`config.mk`:
```
export PLATFORM = sky130hd
export DESIGN_NAME = if_id_queue
export DESIGN_NICKNAME = d
export VERILOG_FILES = /design/src/rtl/lc3b_types.sv /design/src/rtl/if_id_queue_storage.sv /design/src/rtl/if_id_queue.sv
export SDC_FILE = /design/constraint.sdc
export NUM_CORES = 1
export LEC_CHECK = 0
export CORE_UTILIZATION = 40
export CTS_CLUSTER_DIAMETER = 120
export DETAILED_ROUTE_END_ITERATION = 16
export GPL_TIMING_DRIVEN = 0
export HOLD_SLACK_MARGIN = 0.08
export PLACE_DENSITY = 0.61
export SYNTH_ARGS = -nofsm -noshare
export SYNTH_HDL_FRONTEND = slang
export SYNTH_SLANG_ARGS = --single-unit
```
`constraint.sdc`:
```
create_clock -name clk -period 5.4 [get_ports clk]
set_input_delay 0.81 -clock clk [delete_from_list [all_inputs] [get_ports clk]]
set_output_delay 0.81 -clock clk [all_outputs]
set_load 0.02 [all_outputs]
```
`src/rtl/lc3b_types.sv`:
```
// Shared LC-3b datapath types plus the instruction-queue entry format.
// Used by if_id_queue and its storage sub-module.
package lc3b_types;

  // Native 16-bit machine word of the LC-3b.
  typedef logic [15:0] lc3b_word;

  // One queued fetch result: the instruction and the address it came from.
  typedef struct packed {
    lc3b_word pc;
    lc3b_word instr;
  } lc3b_ifq_entry;

  // Default number of entries in the fetch/decode queue.
  localparam int IFQ_DEPTH_DEFAULT = 4;

  // Width of one packed queue entry, handy for flat storage ports.
  localparam int IFQ_ENTRY_W = $bits(lc3b_ifq_entry);

  // Sequential next-PC; wraps naturally at the top of the address space.
  function automatic lc3b_word lc3b_next_pc(input lc3b_word pc);
    return pc + 16'd2;
  endfunction

endpackage

```
`src/rtl/if_id_queue_storage.sv`:
```
// ifq_storage: DEPTH-entry register array for the fetch/decode queue.
// One synchronous write port, one asynchronous read port.
// Reset clears every entry so no stale instruction survives a reset.
module ifq_storage
  import lc3b_types::*;
#(
  parameter  int DEPTH = IFQ_DEPTH_DEFAULT,
  localparam int PTR_W = $clog2(DEPTH)
) (
  input  logic                   clk,
  input  logic                   reset,
  input  logic                   we,
  input  logic [PTR_W-1:0]       waddr,
  input  logic [IFQ_ENTRY_W-1:0] wdata,
  input  logic [PTR_W-1:0]       raddr,
  output logic [IFQ_ENTRY_W-1:0] rdata
);

  lc3b_ifq_entry r_mem [DEPTH];

  // Write port: clear everything on reset, otherwise store one entry when enabled.
  always_ff @(posedge clk) begin
    if (reset) begin
      for (int i = 0; i < DEPTH; i++) begin
        r_mem[i] <= '0;
      end
    end else if (we) begin
      r_mem[waddr] <= lc3b_ifq_entry'(wdata);
    end
  end

  // Read port is purely combinational so the head is visible without extra latency.
  assign rdata = r_mem[raddr];

endmodule

```
`src/rtl/if_id_queue.sv`:
```
// if_id_queue: instruction queue between LC-3b fetch and decode.
// Holds {PC, instruction} pairs in FIFO order so fetch keeps running while
// decode stalls. flush (redirect) and reset empty the queue in one cycle.
// Optional macro IFQ_BYPASS_EN adds a zero-latency path from enq_* to deq_*
// when the queue is empty; without it the queue always has one cycle latency
// and no combinational path from enq_* to deq_*.
module if_id_queue
  import lc3b_types::*;
#(
  parameter  int DEPTH = IFQ_DEPTH_DEFAULT,
  localparam int PTR_W = $clog2(DEPTH)
) (
  input  logic             clk,
  input  logic             reset,
  input  logic             flush,
  input  logic             enq_valid,
  input  logic [15:0]      enq_pc,
  input  logic [15:0]      enq_instr,
  output logic             enq_ready,
  output logic             deq_valid,
  output logic [15:0]      deq_pc,
  output logic [15:0]      deq_npc,
  output logic [15:0]      deq_instr,
  input  logic             deq_ready,
  output logic [PTR_W:0]   count
);

  localparam logic [PTR_W:0] FULL_COUNT = (PTR_W + 1)'(DEPTH);

  logic [PTR_W-1:0]       r_head;
  logic [PTR_W-1:0]       r_tail;
  logic [PTR_W:0]         r_count;

  logic [IFQ_ENTRY_W-1:0] w_rdata;
  logic [IFQ_ENTRY_W-1:0] w_wdata;
  lc3b_ifq_entry          w_head_entry;
  lc3b_ifq_entry          w_enq_entry;

  logic                   w_stored_valid;
  logic                   w_enq_ready;
  logic                   w_enq_fire;
  logic                   w_bypass_take;
  logic                   w_push;
  logic                   w_pop;
  logic                   w_we;
  logic                   w_deq_valid;
  lc3b_word               w_deq_pc;
  lc3b_word               w_deq_instr;

  assign w_enq_entry.pc    = enq_pc;
  assign w_enq_entry.instr = enq_instr;
  assign w_wdata           = w_enq_entry;
  assign w_head_entry      = lc3b_ifq_entry'(w_rdata);

  // Full test only looks at occupancy, never at deq_ready, so decode cannot
  // reach back into fetch combinationally. A full queue refuses an offer even
  // when the head leaves in the same cycle.
  assign w_stored_valid = (r_count != '0);
  assign w_enq_ready    = (r_count != FULL_COUNT);
  assign w_enq_fire     = enq_valid && w_enq_ready;

  // Select what decode sees: normally the stored head, or with the bypass
  // build the incoming fetch result while the queue is empty.
  always_comb begin
    w_deq_valid   = w_stored_valid;
    w_deq_pc      = w_head_entry.pc;
    w_deq_instr   = w_head_entry.instr;
    w_bypass_take = 1'b0;
`ifdef IFQ_BYPASS_EN
    if (!w_stored_valid && !flush && !reset) begin
      w_deq_valid   = enq_valid;
      w_deq_pc      = enq_pc;
      w_deq_instr   = enq_instr;
      w_bypass_take = enq_valid && deq_ready;
    end
`endif
  end

  // An entry handed straight to decode is never written; a pop only ever
  // removes something that was actually stored.
  assign w_push = w_enq_fire && !w_bypass_take;
  assign w_pop  = w_stored_valid && deq_ready;
  assign w_we   = w_push && !flush && !reset;

  // Pointer and occupancy bookkeeping; flush and reset win over any traffic.
  always_ff @(posedge clk) begin
    if (reset || flush) begin
      r_head  <= '0;
      r_tail  <= '0;
      r_count <= '0;
    end else begin
      if (w_push) begin
        r_tail <= r_tail + PTR_W'(1);
      end
      if (w_pop) begin
        r_head <= r_head + PTR_W'(1);
      end
      case ({w_push, w_pop})
        2'b10:   r_count <= r_count + (PTR_W + 1)'(1);
        2'b01:   r_count <= r_count - (PTR_W + 1)'(1);
        default: r_count <= r_count;
      endcase
    end
  end

  ifq_storage #(
    .DEPTH (DEPTH)
  ) u_storage (
    .clk   (clk),
    .reset (reset),
    .we    (w_we),
    .waddr (r_tail),
    .wdata (w_wdata),
    .raddr (r_head),
    .rdata (w_rdata)
  );

  // Outputs are forced to zero whenever nothing valid is presented.
  assign enq_ready = w_enq_ready;
  assign deq_valid = w_deq_valid;
  assign deq_pc    = w_deq_valid ? w_deq_pc : 16'h0000;
  assign deq_instr = w_deq_valid ? w_deq_instr : 16'h0000;
  assign deq_npc   = w_deq_valid ? lc3b_next_pc(w_deq_pc) : 16'h0000;
  assign count     = r_count;

endmodule

```
==> run_results.csv <==
group,metric,value,unit
clocking,ctsResizeCount,0,
synth,synth-seq-cells,137,
clocking,clk_pin_slew_worst_paths,0.05,ns
die,io_pins,90,
power,power_density,297,mW/mm^2
routing,drt_iter0_markers,161,
final_layout,fin_cells,785,
worst_setup_path,critical_path_required,4.59,ns
synth,async_flop_share,0,%
final_layout,nets,597,
final_layout,num-fill-cells,1391,
worst_setup_path,cp.arrival,3.16,ns
routing,vias_per_cell,5.00,
power,power_frac_seq,50.3,%
die,dieArea,0.0168,sq mm
synth,syn_nets,488,
routing,drt-total-wl,14.5,mm
final_layout,drive_gt1_share,13.4,%
global_route,grt_pass1_vias,4034,
synth,syn_area_per_cell,14.5,sq um
sta,fin_tns_setup,0,ns
worst_setup_path,reg2reg_depth,4,
synth,yosys.area.top_type_share,59.1,%
synth,synth_cell_type_count,37,
placed_design,place_inst,754,
worst_setup_path,path_max_fanout,10,
hold_path,hp-class,"flip-flop to flip-flop",
clocking,htreeDepth,4,
clocking,holdBufCountCts,0,
routing,drtAntennaViolNets,0,
clocking,insertion_delay,0.42,ns
sta,finalClockSkew,0.00736,ns
power,ir_worst_vdd,0.208,mV
run,drv_cap,0,
global_route,grt_pass1_wl,22.2,mm
synth,synth-edff-count,128,
worst_setup_path,worstSetupPathType,"flip-flop to primary output",
routing,drc,0,
die,die_h,130,um
power,pwr-share-comb,9.8,%
clocking,cts_sinks,137,
power,clock_power_share,39.9,%
sta,setup_viol,0,
power,p_switching,0.540,mW
global_route,antenna_found_initial,0,
sta,post-route-min-period,3.97,ns
power,p_leak,2.90,nW
sta,finalCritPeriodShare,73.5,%
synth,synth_most_common_cell,"and2_1",
synth,synthFlopType,"edfxtp_1",
placed_design,dp.final_hpwl,9.38,mm
sta,hold_viol_final,0,
hold_path,holdPathStages,2,
power,internal-power,1.89,mW
sta,worst_pin_slew,1.11,ns
worst_setup_path,crit_path_end_kind,"primary output",
sta,fmax,252,MHz
die,core-area,0.0159,sq mm
synth,seq_area_frac_synth,61.8,%
die,start_util,41.0,%
global_route,track_usage,18.8,%
clocking,post-cts-setup-buffers,0,
synth,synth_cells,448,
synth,netlist_area,0.00651,sq mm
global_route,gr-total-overflow,0,
run_status,run_status,"complete, no violations",
worst_setup_path,crit_path_start_kind,"flip-flop",
placed_design,routabilityCongestion,0.791,
sta,relSlewSlack,25.5,%
die,fp-row-count,46,
sta,rsz0062_at_grt,"false",
routing,firstDrtPassIters,4,
routing,post_drt_wl_per_cell,18.5,um
power,switching_share,22.2,%
synth,synthTopCellsByArea,"edfxtp_1 (59%), and2_1 (15%), mux4_2 (11%)",
routing,num_vias,3925,
die,dieWidth,130,um
sta,maxSlewViolCount,0,
placed_design,portBuffers,89,
global_route,grt_max_degree,33,
final_layout,insertedDiodeCount,0,
synth,yosysWarnings,0,
clocking,cts_tree,"built",
final_layout,syn_to_final_growth,25.7,%
synth,synth_area_leader_cell,"edfxtp_1",
clocking,cts.path.max_buffers,2,
final_layout,finish.utilization,51.5,%
synth,synth_commonest_cells,"and2_1 (160), edfxtp_1 (128), mux4_2 (32)",
clocking,cts-buffers-inserted,17,
clocking,root_buffer,"clkbuf_16",
-- cells by family (layout without fill, tap and decap cells) --
logic type | count (synthesis) | in the layout | share of synthesized area, %
simple gates | 218 | 218 | 20.6
flops | 137 | 137 | 61.8
mux | 39 | 39 | 12.3
buf+inv | 32 | 153 | 2.50
compound gates | 10 | 10 | 0.808
xor+xnor | 9 | 9 | 1.21
fa+ha+maj | 3 | 3 | 0.692
-- cell type report --
class / instances / area, sq um / area share [%]
sequential: 137 / 4020 / 49.2
buffer: 25 / 136 / 1.67
multi-input combinational: 279 / 2330 / 28.5
timing repair buffer: 90 / 911 / 11.1
clock buffer: 23 / 448 / 5.48
inverter: 7 / 26.3 / 0.321
tap: 216 / 270 / 3.30
clock inverter: 8 / 31.3 / 0.382
-- worst paths after layout --
| kind | start | to | slack [ns] |
|---|---|---|---|
| worst max-delay path | flip-flop | deq_npc[15] | 1.43 |
| worst min-delay path | r_head[0] | flip-flop | 0.54 |
| worst max register to register | count[0] | u_storage.r_mem[0][16] | 2.41 |
| worst min register to register | r_head[0] | flip-flop | 0.54 |
-- power groups by stage --
| stage | logic (mW) | registers (mW) | clock network, mW |
|---|---|---|---|
| global placement | 0.237 | 1.24 | 0 |
| CTS | 0.243 | 1.22 | 0.984 |
| global route | 0.260 | 1.22 | 1.02 |
| finish | 0.239 | 1.22 | 0.968 |
| floorplan | 0.128 | 1.24 | 0 |
| detailed placement | 0.242 | 1.24 | 0 |
-- per-stage QoR --
stage	setup slack [ns]	cell area (sq um)	total power, mW	hold slack, ns
final	1.43	8180	2.43	0.542
after global routing	1.26	8180	2.51	0.597
after CTS	1.36	8180	2.45	0.551
after detailed placement	1.31	7700	1.48	0.525
after global placement	0.575	7670	1.48	0.510
after floorplan	2.44	6510	1.37	0.485
-- worst max-delay path, cell delays in order (launching register included) --
cell,delay [ns]
dfxtp_1,0.42
buf_2,0.33
mux4_2,0.36
ha_1,0.28
nand4_2,0.18
nor4_2,0.27
mux2_2,0.36
clkdlybuf4s50_1,0.54
-- metal layers --
metal	global-route usage, %	share of wire (%)
met1	23.1	44
met2	32.2	50
met3	4.25	4.9
met5	0	0
met4	7.73	1.6
-- layout by cell type, fill, tap and decap left out, types with 5 or more instances in the layout --
cell type	n
a21oi_1	5
inv_1	7
clkinv_1	7
nor2_1	22
nand3_1	5
dfxtp_1	9
and2_1	160
xor2_1	6
clkbuf_16	17
edfxtp_1	128
nor3_1	5
nand2_1	5
clkdlybuf4s50_1	89
clkbuf_1	23
mux4_2	32
-- registers in the layout (all words and copies together), names as in the netlist, named ones only --
signal           flops
count                3
r_head               2
r_tail               2
u_storage.r_mem    128
Power figures use the tool's default switching activity.
